### src/rtl/trace_line_parser_if.sv
// Handshake bundle for trace_line_parser: ASCII byte input, hex nibble
// strobe, {op, address} command output and the malformed-line pulse.
// Instantiate with the same ADDR_W as the parser it connects to.
interface trace_line_parser_if #(
    parameter int ADDR_W = 32
);
    logic [7:0]        char_in;
    logic              char_valid;
    logic              char_ready;
    logic [3:0]        hex_nib;
    logic              hex_stb;
    logic [3:0]        cmd_op;
    logic [ADDR_W-1:0] cmd_addr;
    logic              cmd_valid;
    logic              cmd_ready;
    logic              line_err;

    // Parser side: consumes bytes, produces nibbles, commands and errors.
    modport master (
        input  char_in, char_valid, cmd_ready,
        output char_ready, hex_nib, hex_stb, cmd_op, cmd_addr, cmd_valid, line_err
    );

    // Environment side: byte source and command sink.
    modport slave (
        output char_in, char_valid, cmd_ready,
        input  char_ready, hex_nib, hex_stb, cmd_op, cmd_addr, cmd_valid, line_err
    );
endinterface

### src/rtl/trace_line_parser.sv
// trace_line_parser: front end of the trace-driven cache model.
// Parses ASCII lines "<op digit> <hex address>\n" into {op, address}
// commands on a valid/ready handshake, strobes every accumulated address
// digit out as a nibble, and drops malformed lines with a one-cycle
// line_err pulse. CR is ignored everywhere; space/tab are whitespace.
// Build option: define TRACE_PARSER_ERR_CNT_EN to add the saturating
// err_count / line_count status outputs.
module trace_line_parser #(
    parameter int ADDR_W     = 32,
    parameter int MAX_DIGITS = ADDR_W / 4
) (
    input  logic                clk,
    input  logic                reset,
    trace_line_parser_if.master bus
`ifdef TRACE_PARSER_ERR_CNT_EN
    ,
    output logic [15:0]         err_count,
    output logic [15:0]         line_count
`endif
);

    localparam int               CNT_W   = $clog2(MAX_DIGITS + 1);
    localparam logic [CNT_W-1:0] MAX_CNT = CNT_W'(MAX_DIGITS);

    // Line-parser states
    localparam logic [2:0] S_IDLE  = 3'd0;  // waiting for the op digit
    localparam logic [2:0] S_OPSEP = 3'd1;  // op seen, need whitespace
    localparam logic [2:0] S_ADDR0 = 3'd2;  // separator seen, no digit yet
    localparam logic [2:0] S_ADDR  = 3'd3;  // collecting address digits
    localparam logic [2:0] S_TAIL  = 3'd4;  // trailing whitespace before LF
    localparam logic [2:0] S_ERR   = 3'd5;  // bad line, discard until LF
    localparam logic [2:0] S_EMIT  = 3'd6;  // command presented downstream

    localparam logic [7:0] CH_TAB   = 8'h09;
    localparam logic [7:0] CH_LF    = 8'h0A;
    localparam logic [7:0] CH_CR    = 8'h0D;
    localparam logic [7:0] CH_SP    = 8'h20;
    localparam logic [7:0] CH_0     = 8'h30;
    localparam logic [7:0] CH_9     = 8'h39;
    localparam logic [7:0] CH_UP_A  = 8'h41;
    localparam logic [7:0] CH_UP_F  = 8'h46;
    localparam logic [7:0] CH_LOW_A = 8'h61;
    localparam logic [7:0] CH_LOW_F = 8'h66;

    logic [2:0]        state_reg, state_next;
    logic [ADDR_W-1:0] acc_reg,   acc_next;
    logic [CNT_W-1:0]  count_reg, count_next;
    logic [3:0]        op_reg,    op_next;
    logic [3:0]        nib_reg,   nib_next;
    logic              stb_reg,   stb_next;
    logic              err_reg,   err_next;

    logic       char_ready;
    logic       accept;
    logic       handshake;
    logic       do_acc;
    logic       is_cr, is_lf, is_ws, is_dec, is_hex;
    logic [3:0] hex_val;

    // Back-pressure the byte stream only while a command waits, and during reset.
    assign char_ready = !reset && (state_reg != S_EMIT);
    assign accept     = bus.char_valid && char_ready;
    assign handshake  = (state_reg == S_EMIT) && bus.cmd_ready;

    // Classify the incoming byte and decode its hex value.
    always_comb begin
        is_cr   = (bus.char_in == CH_CR);
        is_lf   = (bus.char_in == CH_LF);
        is_ws   = (bus.char_in == CH_SP) || (bus.char_in == CH_TAB);
        is_dec  = (bus.char_in >= CH_0) && (bus.char_in <= CH_9);
        is_hex  = 1'b0;
        hex_val = 4'h0;
        if (is_dec) begin
            is_hex  = 1'b1;
            hex_val = bus.char_in[3:0];
        end else if ((bus.char_in >= CH_LOW_A) && (bus.char_in <= CH_LOW_F)) begin
            is_hex  = 1'b1;
            hex_val = bus.char_in[3:0] + 4'd9;
        end else if ((bus.char_in >= CH_UP_A) && (bus.char_in <= CH_UP_F)) begin
            is_hex  = 1'b1;
            hex_val = bus.char_in[3:0] + 4'd9;
        end
    end

    // Next-state and datapath decisions for one accepted byte.
    always_comb begin
        state_next = state_reg;
        acc_next   = acc_reg;
        count_next = count_reg;
        op_next    = op_reg;
        nib_next   = nib_reg;
        stb_next   = 1'b0;
        err_next   = 1'b0;
        do_acc     = 1'b0;

        if (state_reg == S_EMIT) begin
            if (bus.cmd_ready) begin
                state_next = S_IDLE;
            end
        end else if (accept && !is_cr) begin
            case (state_reg)
                S_IDLE: begin
                    if (is_ws || is_lf) begin
                        state_next = S_IDLE;
                    end else if (is_dec) begin
                        op_next    = bus.char_in[3:0];
                        acc_next   = '0;
                        count_next = '0;
                        state_next = S_OPSEP;
                    end else begin
                        state_next = S_ERR;
                    end
                end
                S_OPSEP: begin
                    if (is_ws) begin
                        state_next = S_ADDR0;
                    end else if (is_lf) begin
                        err_next   = 1'b1;
                        state_next = S_IDLE;
                    end else begin
                        state_next = S_ERR;
                    end
                end
                S_ADDR0: begin
                    if (is_ws) begin
                        state_next = S_ADDR0;
                    end else if (is_hex) begin
                        do_acc     = 1'b1;
                        state_next = S_ADDR;
                    end else if (is_lf) begin
                        err_next   = 1'b1;
                        state_next = S_IDLE;
                    end else begin
                        state_next = S_ERR;
                    end
                end
                S_ADDR: begin
                    if (is_hex) begin
                        // An over-long address is dropped without strobing the extra digit.
                        if (count_reg < MAX_CNT) begin
                            do_acc = 1'b1;
                        end else begin
                            state_next = S_ERR;
                        end
                    end else if (is_ws) begin
                        state_next = S_TAIL;
                    end else if (is_lf) begin
                        state_next = S_EMIT;
                    end else begin
                        state_next = S_ERR;
                    end
                end
                S_TAIL: begin
                    if (is_ws) begin
                        state_next = S_TAIL;
                    end else if (is_lf) begin
                        state_next = S_EMIT;
                    end else begin
                        state_next = S_ERR;
                    end
                end
                S_ERR: begin
                    if (is_lf) begin
                        err_next   = 1'b1;
                        state_next = S_IDLE;
                    end
                end
                default: begin
                    state_next = S_IDLE;
                end
            endcase
        end

        if (do_acc) begin
            acc_next   = (acc_reg << 4) | ADDR_W'(hex_val);
            count_next = count_reg + 1'b1;
            nib_next   = hex_val;
            stb_next   = 1'b1;
        end
    end

    // Register parser state, accumulator and the one-cycle output pulses.
    always_ff @(posedge clk) begin
        if (reset) begin
            state_reg <= S_IDLE;
            acc_reg   <= '0;
            count_reg <= '0;
            op_reg    <= 4'h0;
            nib_reg   <= 4'h0;
            stb_reg   <= 1'b0;
            err_reg   <= 1'b0;
        end else begin
            state_reg <= state_next;
            acc_reg   <= acc_next;
            count_reg <= count_next;
            op_reg    <= op_next;
            nib_reg   <= nib_next;
            stb_reg   <= stb_next;
            err_reg   <= err_next;
        end
    end

    assign bus.char_ready = char_ready;
    assign bus.hex_nib    = nib_reg;
    assign bus.hex_stb    = stb_reg;
    assign bus.cmd_op     = op_reg;
    assign bus.cmd_addr   = acc_reg;
    assign bus.cmd_valid  = (state_reg == S_EMIT);
    assign bus.line_err   = err_reg;

`ifdef TRACE_PARSER_ERR_CNT_EN
    logic [15:0] err_count_reg;
    logic [15:0] line_count_reg;

    // Saturating counts of dropped lines and delivered commands.
    always_ff @(posedge clk) begin
        if (reset) begin
            err_count_reg  <= 16'h0000;
            line_count_reg <= 16'h0000;
        end else begin
            if (err_next && (err_count_reg != 16'hFFFF)) begin
                err_count_reg <= err_count_reg + 16'd1;
            end
            if (handshake && (line_count_reg != 16'hFFFF)) begin
                line_count_reg <= line_count_reg + 16'd1;
            end
        end
    end

    assign err_count  = err_count_reg;
    assign line_count = line_count_reg;
`endif

endmodule

### src/flat_wrapper.sv
// flat-port wrapper written by rule: the top's interface ports become plain ports
module trace_line_parser_flat 
#(
    parameter int ADDR_W     = 32,
    parameter int MAX_DIGITS = ADDR_W / 4
)
  (clk, reset, bus_char_in, bus_char_valid, bus_cmd_ready, bus_char_ready, bus_hex_nib, bus_hex_stb, bus_cmd_op, bus_cmd_addr, bus_cmd_valid, bus_line_err);
  trace_line_parser_if #(.ADDR_W(ADDR_W)) bus_i ();
  input  logic clk;
  input  logic reset;
  input wire logic [$bits(bus_i.char_in)-1:0] bus_char_in;
  input wire logic [$bits(bus_i.char_valid)-1:0] bus_char_valid;
  input wire logic [$bits(bus_i.cmd_ready)-1:0] bus_cmd_ready;
  output wire logic [$bits(bus_i.char_ready)-1:0] bus_char_ready;
  output wire logic [$bits(bus_i.hex_nib)-1:0] bus_hex_nib;
  output wire logic [$bits(bus_i.hex_stb)-1:0] bus_hex_stb;
  output wire logic [$bits(bus_i.cmd_op)-1:0] bus_cmd_op;
  output wire logic [$bits(bus_i.cmd_addr)-1:0] bus_cmd_addr;
  output wire logic [$bits(bus_i.cmd_valid)-1:0] bus_cmd_valid;
  output wire logic [$bits(bus_i.line_err)-1:0] bus_line_err;
  assign bus_i.char_in = bus_char_in;
  assign bus_i.char_valid = bus_char_valid;
  assign bus_i.cmd_ready = bus_cmd_ready;
  assign bus_char_ready = bus_i.char_ready;
  assign bus_hex_nib = bus_i.hex_nib;
  assign bus_hex_stb = bus_i.hex_stb;
  assign bus_cmd_op = bus_i.cmd_op;
  assign bus_cmd_addr = bus_i.cmd_addr;
  assign bus_cmd_valid = bus_i.cmd_valid;
  assign bus_line_err = bus_i.line_err;
  trace_line_parser #(.ADDR_W(ADDR_W), .MAX_DIGITS(MAX_DIGITS)) u_core (.clk(clk), .reset(reset), .bus(bus_i));
endmodule
### config.mk
export PLATFORM = sky130hd
export DESIGN_NAME = trace_line_parser_flat
export DESIGN_NICKNAME = d
export VERILOG_FILES = /design/src/rtl/trace_line_parser_if.sv /design/src/rtl/trace_line_parser.sv /design/src/flat_wrapper.sv
export SDC_FILE = /design/constraint.sdc
export NUM_CORES = 1
export LEC_CHECK = 0
export BUFFER_PORTS_ARGS = -buffer_cell sky130_fd_sc_hd__buf_2
export CORE_ASPECT_RATIO = 1.25
export CORE_UTILIZATION = 40
export CTS_BUF_LIST = sky130_fd_sc_hd__clkbuf_4 sky130_fd_sc_hd__clkbuf_8 sky130_fd_sc_hd__clkbuf_16
export CTS_CLUSTER_SIZE = 28
export DETAILED_ROUTE_END_ITERATION = 6
export PLACE_DENSITY_LB_ADDON = 0.3
export SETUP_SLACK_MARGIN = 0.2
export SKIP_CTS_REPAIR_TIMING = 1
export SLEW_MARGIN = 20
export SYNTH_ARGS = -nofsm -noshare
export SYNTH_HDL_FRONTEND = slang
export SYNTH_SLANG_ARGS = --single-unit
### constraint.sdc
create_clock -name clk -period 3.5 [get_ports clk]
set_clock_uncertainty 0.2 [all_clocks]
set_input_delay 0.525 -clock clk [delete_from_list [all_inputs] [get_ports clk]]
set_output_delay 0.525 -clock clk [all_outputs]
set_load 0.1 [all_outputs]
==> metrics.txt, run 1 <==
status complete, no violations; Worst slew margin 56.7%; die footprint 5530 um^2; Remaining Overflow, GRT 0; most common cell after layout, fill and taps aside buf_2; Reg clk slew, reported paths 90 ps; Detailed Place HPWL 3.24 mm; Largest delay share family, worst path simple AND/OR/NAND/NOR gates; crit path time final 2610 ps; switching power 0.000268 W; Fin Setup TNS 0 ps; pre-CTS setup slack 658 ps; worst setup margin 887 ps; clock network power share 33.8%; Post-Syn Area 2090 um^2; DRC Markers 0; Worst Setup SP u_core.state_reg[2]; final setup vio count 0; PwrDens 404 nW/um^2; largest net degree at the start of global routing 39; Std-Cell Rows 29; initial DRC count 128; clock buffer depth 2; Initial Util 41.5%; PortBufs 55; Worst EP arrival 2650 ps; crit-path max cell delay 480 ps; I/O Pins 56; Worst setup SP type flip-flop; CP Buf/Inv Count 1; worst reg2reg startpoint u_core.state_reg[2]; final WL 4.55 mm; CTS Sinks 49; Root Buffer clkbuf_8; Worst-Skew Late Latency 310 ps; Synth Register Bits 49; Detail Route Antenna Nets 0; Max Freq 383 MHz; RSZ-0062 raised after global routing false; post-synthesis sequential area ratio 46.9%; R2R Path End u_core.bus.hex_nib[0]; Critical Path Stages 7; CP required 3540 ps; Slew @ Worst Pin 644 ps; Reg2Reg Depth 7; Max-Cap Viols 0; layout cells sized above 1 27.5%; Post-synth EDFFs 0; CTS Buf Count 5; via count 1801; Leak 1.13 nW; Final Cycle Share 74.6%; power share of the sequential group 56.7%; HP Class flip-flop to flip-flop; final-report hold violation count 0; Initial DRT Pass Iterations 4; VDD IR-drop max 192 uV; Post-synth ARST share 0%; first-pass GRT wire length 7.47 mm; core area 5040 um^2; Setup CP Type flip-flop to flip-flop; switching share of power 26.6%; # nets final 281; most frequent cells in the layout buf_2 (55), dfxtp_1 (49), a22o_1 (31); Die W 66.7 um; syn avg cell area 9.82 um^2; CTS tree built; gr usage total 17.4%; Placed Instance Area 2400 um^2; P&R area growth vs syn 19.1%; endpoint class of the critical path flip-flop; Gate power share 9.5%; Post-Syn Instances 213; max reg flops 32; Die Height 82.9 um; synth unique cells 50; critical path cell sequence and3b_1 -> or3b_4 -> nor2_2 -> nand4_4 -> inv_2 -> nand2_1 -> a21oi_1; end point of the critical path u_core.bus.hex_nib[0]; Yosys warnings 0; P_int 0.000739 W; final instance area 2490 um^2; vias per inst 5.51; H-tree depth 2; n_diodes 0; post-DR wirelength/cell 13.9 um; Slowest-stage cell, CP inv_2; number of global-route vias before repair 1605; Post-synth top flop dfxtp_1; Final Max Tran Viols 0; initial antenna violation count 0; Crit Path Max Fanout 38; gp weighted congestion 0.834; reg2reg setup slack 890 ps; net count after synthesis 230; Final Power 0.00101 W
[through the flow]
step | hold slack, ps | utilization, % | cells
global placement | 259 | 47.5 | 319
finish | 281 | 49.4 | 327
CTS | 281 | 49.4 | 327
floorplan | 256 | - | 213
global route | 306 | 49.4 | 327
detailed placement | 257 | 47.5 | 319
[worst min-delay path by stage]
stage,start,endpoint,slack [ps],cells after the start
floorplan,u_core.count_reg[0],u_core.count_reg[0],260,1
global placement,u_core.bus.cmd_addr[29],u_core.bus.cmd_addr[29],260,1
detailed placement,u_core.bus.cmd_addr[29],u_core.bus.cmd_addr[29],260,1
CTS,u_core.bus.cmd_addr[29],u_core.bus.cmd_addr[29],280,1
global route,u_core.bus.cmd_addr[31],u_core.bus.cmd_addr[31],310,1
finish,u_core.bus.cmd_addr[31],u_core.bus.cmd_addr[31],280,1
[layer usage]
metal | routed length, um | GRT usage, %
met1 | 2030 | 22.5
met3 | 265 | 3.98
met4 | 83 | 7.54
met5 | 0 | 0
met2 | 2170 | 27.0
[synth_stat cells (3+ instances only)]
library cell / n / area (um^2)
buf_4: 3 / 22.5
nor3_1: 4 / 20.0
inv_1: 6 / 22.5
o21ai_1: 7 / 35.0
nand2_1: 14 / 52.6
a22o_1: 31 / 272
nand3_1: 4 / 20.0
nor2b_1: 4 / 25.0
a21oi_1: 10 / 50.1
buf_2: 6 / 30.0
nand2b_1: 3 / 18.8
ha_1: 5 / 62.6
nand4b_1: 3 / 26.3
clkbuf_1: 5 / 18.8
nor2_1: 15 / 56.3
dfxtp_1: 49 / 981
mux2i_1: 5 / 50.1
[final cells by class]
| cell class | count | area (um^2) |
|---|---|---|
| Fill cell | 494 | 2550 |
| Inverter | 7 | 26.3 |
| Clock inverter | 3 | 26.3 |
| Multi-Input combinational cell | 143 | 1010 |
| Sequential cell | 49 | 981 |
| Clock buffer | 5 | 68.8 |
| Tap cell | 62 | 77.6 |
| Timing Repair Buffer | 58 | 298 |
[power by group through the flow]
stage                     Combinational [W]  Clock (W)  Sequential (W)
after floorplan                   0.0000734          0        0.000580
after global placement            0.0000938          0        0.000584
after detailed placement          0.0000948          0        0.000584
after CTS                         0.0000950   0.000350        0.000571
after global routing               0.000104   0.000372        0.000573
final                             0.0000954   0.000341        0.000571
[kinds of logic after synthesis]
| family | Yosys count | synth area share, % |
|---|---|---|
| AOI/OAI and AO/OA | 66 | 24.5 |
| xor gates and xnor gates | 3 | 1.26 |
| adders and majority gates | 5 | 2.99 |
| buffers and inverters | 21 | 4.66 |
| DFF | 49 | 46.9 |
| muxes | 5 | 2.39 |
| and+or+nand+nor | 64 | 17.3 |
[worst reg2reg max path: stages (launching register included)]
cell     delay [ps]
dfxtp_1         420
and3b_1         280
or3b_4          410
nor2_2          230
nand4_4         190
inv_2           480
nand2_1         180
a21oi_1         150
No activity file was read; power rests on OpenSTA's default activity.
==> run 2, diff against run 1 <==
clock period = 2.63 ns   (was 3.5 ns; I/O delays follow)
==> metrics.txt, run 2 (same netlist as run 1, synthesis figures left out) <==
most used routing layer met2 (unchanged); most common cell after layout, fill and taps aside buf_2 (unchanged); CP Buf/Inv Count 1 (unchanged); HP Class input port to flip-flop (was flip-flop to flip-flop); H-tree depth 2 (unchanged); VDD IR-drop max 249 uV (was 192 uV); layout cells sized above 1 30.0% (was 27.5%); pre-CTS setup slack 148 ps (was 658 ps); post-DR wirelength/cell 14.0 um (was 13.9 um); Max Freq 430 MHz (was 383 MHz); initial DRC count 144 (was 128); RSZ-0062 raised after global routing false (unchanged); vias per inst 5.48 (was 5.51); Final Cycle Share 88.4% (was 74.6%); Detail Route Antenna Nets 0 (unchanged); Die W 66.7 um (unchanged); gr usage total 17.4% (about the same); number of global-route vias before repair 1739 (was 1605); Worst-Skew Late Latency 290 ps (was 310 ps); status complete, no violations (unchanged); met2 Use GR 28.2% (was 27.0%); # nets final 288 (was 281); Worst setup SP type flip-flop (unchanged); Final Max Tran Viols 0 (unchanged); Root Buffer clkbuf_8 (unchanged); Worst Hold End u_core.bus.line_err (was u_core.bus.cmd_addr[31]); initial antenna violation count 0 (unchanged); Initial Util 41.5% (unchanged); Crit Path Max Fanout 34 (was 38); worst setup margin 306 ps (was 887 ps); Reg2Reg Depth 6 (was 7); Worst Hold Launch reset (was u_core.bus.cmd_addr[31]); Setup CP Type flip-flop to flip-flop (unchanged); R2R Path End u_core.bus.cmd_addr[2] (was u_core.bus.hex_nib[0]); n_diodes 0 (unchanged); CTS Buf Count 5 (unchanged); largest net degree at the start of global routing 39 (unchanged); Initial DRT Pass Iterations 4 (unchanged); Worst Setup SP u_core.state_reg[1] (was u_core.state_reg[2]); met3 Use GR 4.40% (was 3.98%); DRC Markers 0 (unchanged); Fin Setup TNS 0 ps (unchanged); CTS Sinks 49 (unchanged); critical path cell sequence and3b_4 -> or3b_4 -> o41ai_2 -> a41oi_2 -> buf_12 -> a22o_1 (was and3b_1 -> or3b_4 -> nor2_2 -> nand4_4 -> inv_2 -> nand2_1 -> a21oi_1); P&R area growth vs syn 22.5% (was 19.1%); final WL 4.63 mm (was 4.55 mm); PortBufs 55 (unchanged); die footprint 5530 um^2 (unchanged); Remaining Overflow, GRT 0 (unchanged); crit-path max cell delay 420 ps (was 480 ps); Reg area 981 um^2 (unchanged); Die Height 82.9 um (unchanged); first-pass GRT wire length 7.58 mm (was 7.47 mm); CTS tree built (unchanged); Leak 1.16 nW (was 1.13 nW); Slew @ Worst Pin 492 ps (was 644 ps); Worst EP arrival 2320 ps (was 2650 ps); PwrDens 509 nW/um^2 (was 404 nW/um^2); crit path time final 2320 ps (was 2610 ps); Std-Cell Rows 29 (unchanged); endpoint class of the critical path flip-flop (unchanged); core area 5040 um^2 (unchanged); final setup vio count 0 (unchanged); Final Power 0.00130 W (was 0.00101 W); max reg flops 32 (unchanged); Detailed Place HPWL 3.36 mm (was 3.24 mm); FILL cells 504 (was 494); I/O Pins 56 (unchanged); hold depth 3 (was 1); final-report hold violation count 0 (unchanged); most frequent cells in the layout buf_2 (55), dfxtp_1 (49), a22o_1 (31) (unchanged); Slowest-stage cell, CP dfxtp_1 (was inv_2); gp weighted congestion 0.851 (was 0.834); Reg clk slew, reported paths 80 ps (was 90 ps); reg2reg setup slack 310 ps (was 890 ps); clock buffer depth 2 (unchanged); Max-Cap Viols 0 (unchanged); Critical Path Stages 6 (was 7); CP required 2620 ps (was 3540 ps); met1 GRT Util 20.6% (was 22.5%); Largest delay share family, worst path compound AO/OA/AOI/OAI gates (was simple AND/OR/NAND/NOR gates); multi-input combinational cell area 1030 um^2 (was 1010 um^2); via count 1818 (was 1801); worst reg2reg startpoint u_core.state_reg[1] (was u_core.state_reg[2]); Worst slew margin 67.5% (was 56.7%)
==> run 2: worst max-delay path by stage <==
| stage | end |
|---|---|
| 5_1_grt | u_core.bus.hex_nib[1] |
| 3_5_place_dp | u_core.bus.cmd_addr[2] |
| 2_1_floorplan | u_core.bus.cmd_op[0] |
| 6_report | u_core.bus.cmd_addr[2] |
| 3_3_place_gp | u_core.bus.cmd_addr[3] |
| 4_1_cts | u_core.bus.cmd_op[2] |
==> run 2: area by class of cell <==
| cell class | instances | area share, % |
|---|---|---|
| clock inverters | 1 | 0.195 |
| repair buffers | 65 | 14.6 |
| flip-flops and latches | 49 | 38.3 |
| clock buffers | 5 | 2.68 |
| inverters | 7 | 1.02 |
| well taps | 62 | 3.03 |
| multi-input cells | 143 | 40.2 |
==> run 2: worst register-to-register path: cells and delay by family, from the launching register on <==
kind            cells  cell delay (ps)
simple gates        2              670
flops               1              420
buf+inv             1              200
compound gates      3              730
==> run 2: per-layer routing <==
layer	vias up	share of wire, %	wire length [um]
met3	15	5.2	239
met2	58	47	2160
li1	898	-	-
met5	-	0	0
met4	0	3.1	142
met1	847	45	2090
==> run 2: through the flow <==
step           std cells  utilization [%]  hold WS [ps]  area [um^2]
3_5_place_dp         326             49.2           258         2480
6_report             332             50.8           253         2560
3_3_place_gp         326             49.2           254         2480
4_1_cts              332             50.6           231         2550
5_1_grt              332             50.8           251         2560
2_1_floorplan        213                -           256         2100
==> run 2: power breakdown <==
part           total [W]  internal [W]  switching, W
registers       0.000753      0.000747    0.00000597
clock network   0.000402      0.000175      0.000227
logic           0.000148     0.0000546     0.0000938
total            0.00130      0.000977      0.000327
==> run 3, diff against run 2 <==
CORE_ASPECT_RATIO = not set   (was 1.25)
CORE_UTILIZATION = 51   (was 40)
==> metrics.txt, run 3 (same netlist as run 1, synthesis figures left out) <==
reg2reg setup slack 330 ps (was 310 ps); Initial DRT Pass Iterations 4 (unchanged); VDD IR-drop max 285 uV (was 249 uV); Final Cycle Share 87.5% (was 88.4%); die footprint 4360 um^2 (was 5530 um^2); power share of the sequential group 55.7% (was 57.8%); Reg clk slew, reported paths 90 ps (was 80 ps); DRC Markers 0 (unchanged); Fin Setup TNS 0 ps (unchanged); clock network power share 33.0% (was 30.8%); Max Freq 434 MHz (was 430 MHz); Die W 66.0 um (was 66.7 um); Non-Filler Instances 326 (was 332); vias per inst 5.55 (was 5.48); gp weighted congestion 0.836 (was 0.851); crit path time final 2300 ps (was 2320 ps); Slowest-stage cell, CP o41ai_2 (was dfxtp_1); core area 3800 um^2 (was 5040 um^2); final setup vio count 0 (unchanged); Std-Cell Rows 22 (was 29); CTS tree built (unchanged); Gate power share 11.3% (was 11.4%); Final Max Tran Viols 0 (unchanged); HP Class input port to flip-flop (unchanged); P&R area growth vs syn 24.2% (was 22.5%); Max-Cap Viols 0 (unchanged); Initial Util 55.1% (was 41.5%); n_diodes 0 (unchanged); Crit Path Max Fanout 15 (was 34); Detailed Place HPWL 3.18 mm (was 3.36 mm); hold depth 3 (unchanged); number of global-route vias before repair 1567 (was 1739); R2R Path End u_core.bus.cmd_addr[31] (was u_core.bus.cmd_addr[2]); H-tree depth 2 (unchanged); via count 1808 (was 1818); final-report hold violation count 0 (unchanged); Root Buffer clkbuf_8 (unchanged); CTS Sinks 49 (unchanged); initial antenna violation count 0 (unchanged); largest net degree at the start of global routing 16 (was 39); switching power 0.000345 W (was 0.000327 W); endpoint class of the critical path flip-flop (unchanged); Die Height 66.0 um (was 82.9 um); CP Buf/Inv Count 1 (unchanged); switching share of power 25.6% (was 25.1%); critical path cell sequence and3b_4 -> or3b_4 -> o41ai_2 -> a41oi_2 -> buf_4 -> a22o_1 (was and3b_4 -> or3b_4 -> o41ai_2 -> a41oi_2 -> buf_12 -> a22o_1); RSZ-0062 raised after global routing false (unchanged); most frequent cells in the layout buf_2 (55), dfxtp_1 (49), a22o_1 (31) (unchanged); PortBufs 55 (unchanged); most common cell after layout, fill and taps aside buf_2 (unchanged); Critical Path Stages 6 (unchanged); Worst EP arrival 2300 ps (was 2320 ps); CTS Buf Count 5 (unchanged); Slew @ Worst Pin 490 ps (was 492 ps); Worst setup SP type flip-flop (unchanged); CP required 2630 ps (was 2620 ps); PwrDens 518 nW/um^2 (was 509 nW/um^2); worst reg2reg startpoint u_core.state_reg[0] (was u_core.state_reg[1]); I/O Pins 56 (unchanged); Worst-Skew Late Latency 300 ps (was 290 ps); Remaining Overflow, GRT 0 (unchanged); P_int 0.00100 W (was 0.000977 W); Leak 1.19 nW (was 1.16 nW); Detail Route Antenna Nets 0 (unchanged); Reg2Reg Depth 6 (unchanged); multi-input combinational cell area 1020 um^2 (was 1030 um^2); Setup CP Type flip-flop to flip-flop (unchanged); initial DRC count 126 (was 144); final WL 4.38 mm (was 4.63 mm); layout cells sized above 1 31.7% (was 30.0%); crit-path max cell delay 420 ps (about the same); Worst Hold End u_core.bus.line_err (unchanged); gr usage total 21.9% (was 17.4%); # nets final 294 (was 288); post-DR wirelength/cell 13.4 um (was 14.0 um); Worst slew margin 67.5% (about the same); status complete, no violations (unchanged); clock buffer depth 2 (unchanged); Placed Cells 318 (was 326); FILL cells 309 (was 504); first-pass GRT wire length 7.38 mm (was 7.58 mm); Largest delay share family, worst path compound AO/OA/AOI/OAI gates (unchanged); max reg flops 32 (unchanged); Worst Hold Launch reset (unchanged); Reg area 981 um^2 (unchanged)
[run 3: changes by cell type in the layout (fill, tap and decap cells not counted)]
cell	change
nor2_2	+1
clkbuf_4	+1
or3_1	+1
clkinvlp_4	+2
or3_4	-1
buf_4	+6
nor2_4	-1
clkinv_2	-1
[run 3: how the worst max path moves through the flow]
| stage | start | endpoint | slack [ps] |
|---|---|---|---|
| 5_1_grt | u_core.state_reg[0] | u_core.bus.cmd_addr[27] | 210 |
| 3_3_place_gp | bus_char_in[0] | u_core.bus.cmd_addr[26] | 110 |
| 4_1_cts | u_core.state_reg[0] | u_core.bus.cmd_addr[31] | 320 |
| 3_5_place_dp | bus_char_in[0] | u_core.bus.cmd_addr[31] | 70 |
| 2_1_floorplan | u_core.state_reg[0] | u_core.bus.cmd_op[0] | 260 |
| 6_report | u_core.state_reg[0] | u_core.bus.cmd_addr[31] | 330 |
[run 3: worst min-delay path, stage by stage]
cell      delay (ps)
buf_2             90
or3b_4           150
a211oi_1          50
[run 3: final cells by class]
cell class / instances / area share, %
multi-input combinational: 143 / 39.2
sequential: 49 / 37.7
timing repair buffer: 71 / 16.2
clock buffer: 6 / 2.94
tap: 48 / 2.31
inverter: 7 / 1.01
clock inverter: 2 / 0.578
[run 3: power by group through the flow]
stage / Clock (W) / Sequential, W / Combinational [W]
finish: 0.000445 / 0.000750 / 0.000152
floorplan: 0 / 0.000773 / 0.0000990
CTS: 0.000453 / 0.000750 / 0.000151
global placement: 0 / 0.000768 / 0.000149
detailed placement: 0 / 0.000768 / 0.000150
global route: 0.000481 / 0.000751 / 0.000166
[run 3: per-stage QoR]
step	cell area [um^2]	total power, W	hold WS [ps]	utilization (%)	setup slack [ps]
2_1_floorplan	2100	0.000872	256	-	264
3_3_place_gp	2510	0.000916	253	66.0	107
3_5_place_dp	2510	0.000918	256	66.0	70.5
4_1_cts	2600	0.00135	212	68.4	315
5_1_grt	2600	0.00140	243	68.4	211
6_report	2600	0.00135	218	68.4	328
[run 3: per-layer routing]
layer,up-vias,wire length (um),share of wire [%],track usage (%)
met2,38,1920,44,31.9
met4,0,46,1.0,7.98
met5,-,0,0,0
li1,920,-,-,-
met1,846,2230,51,31.6
met3,4,177,4.0,4.48
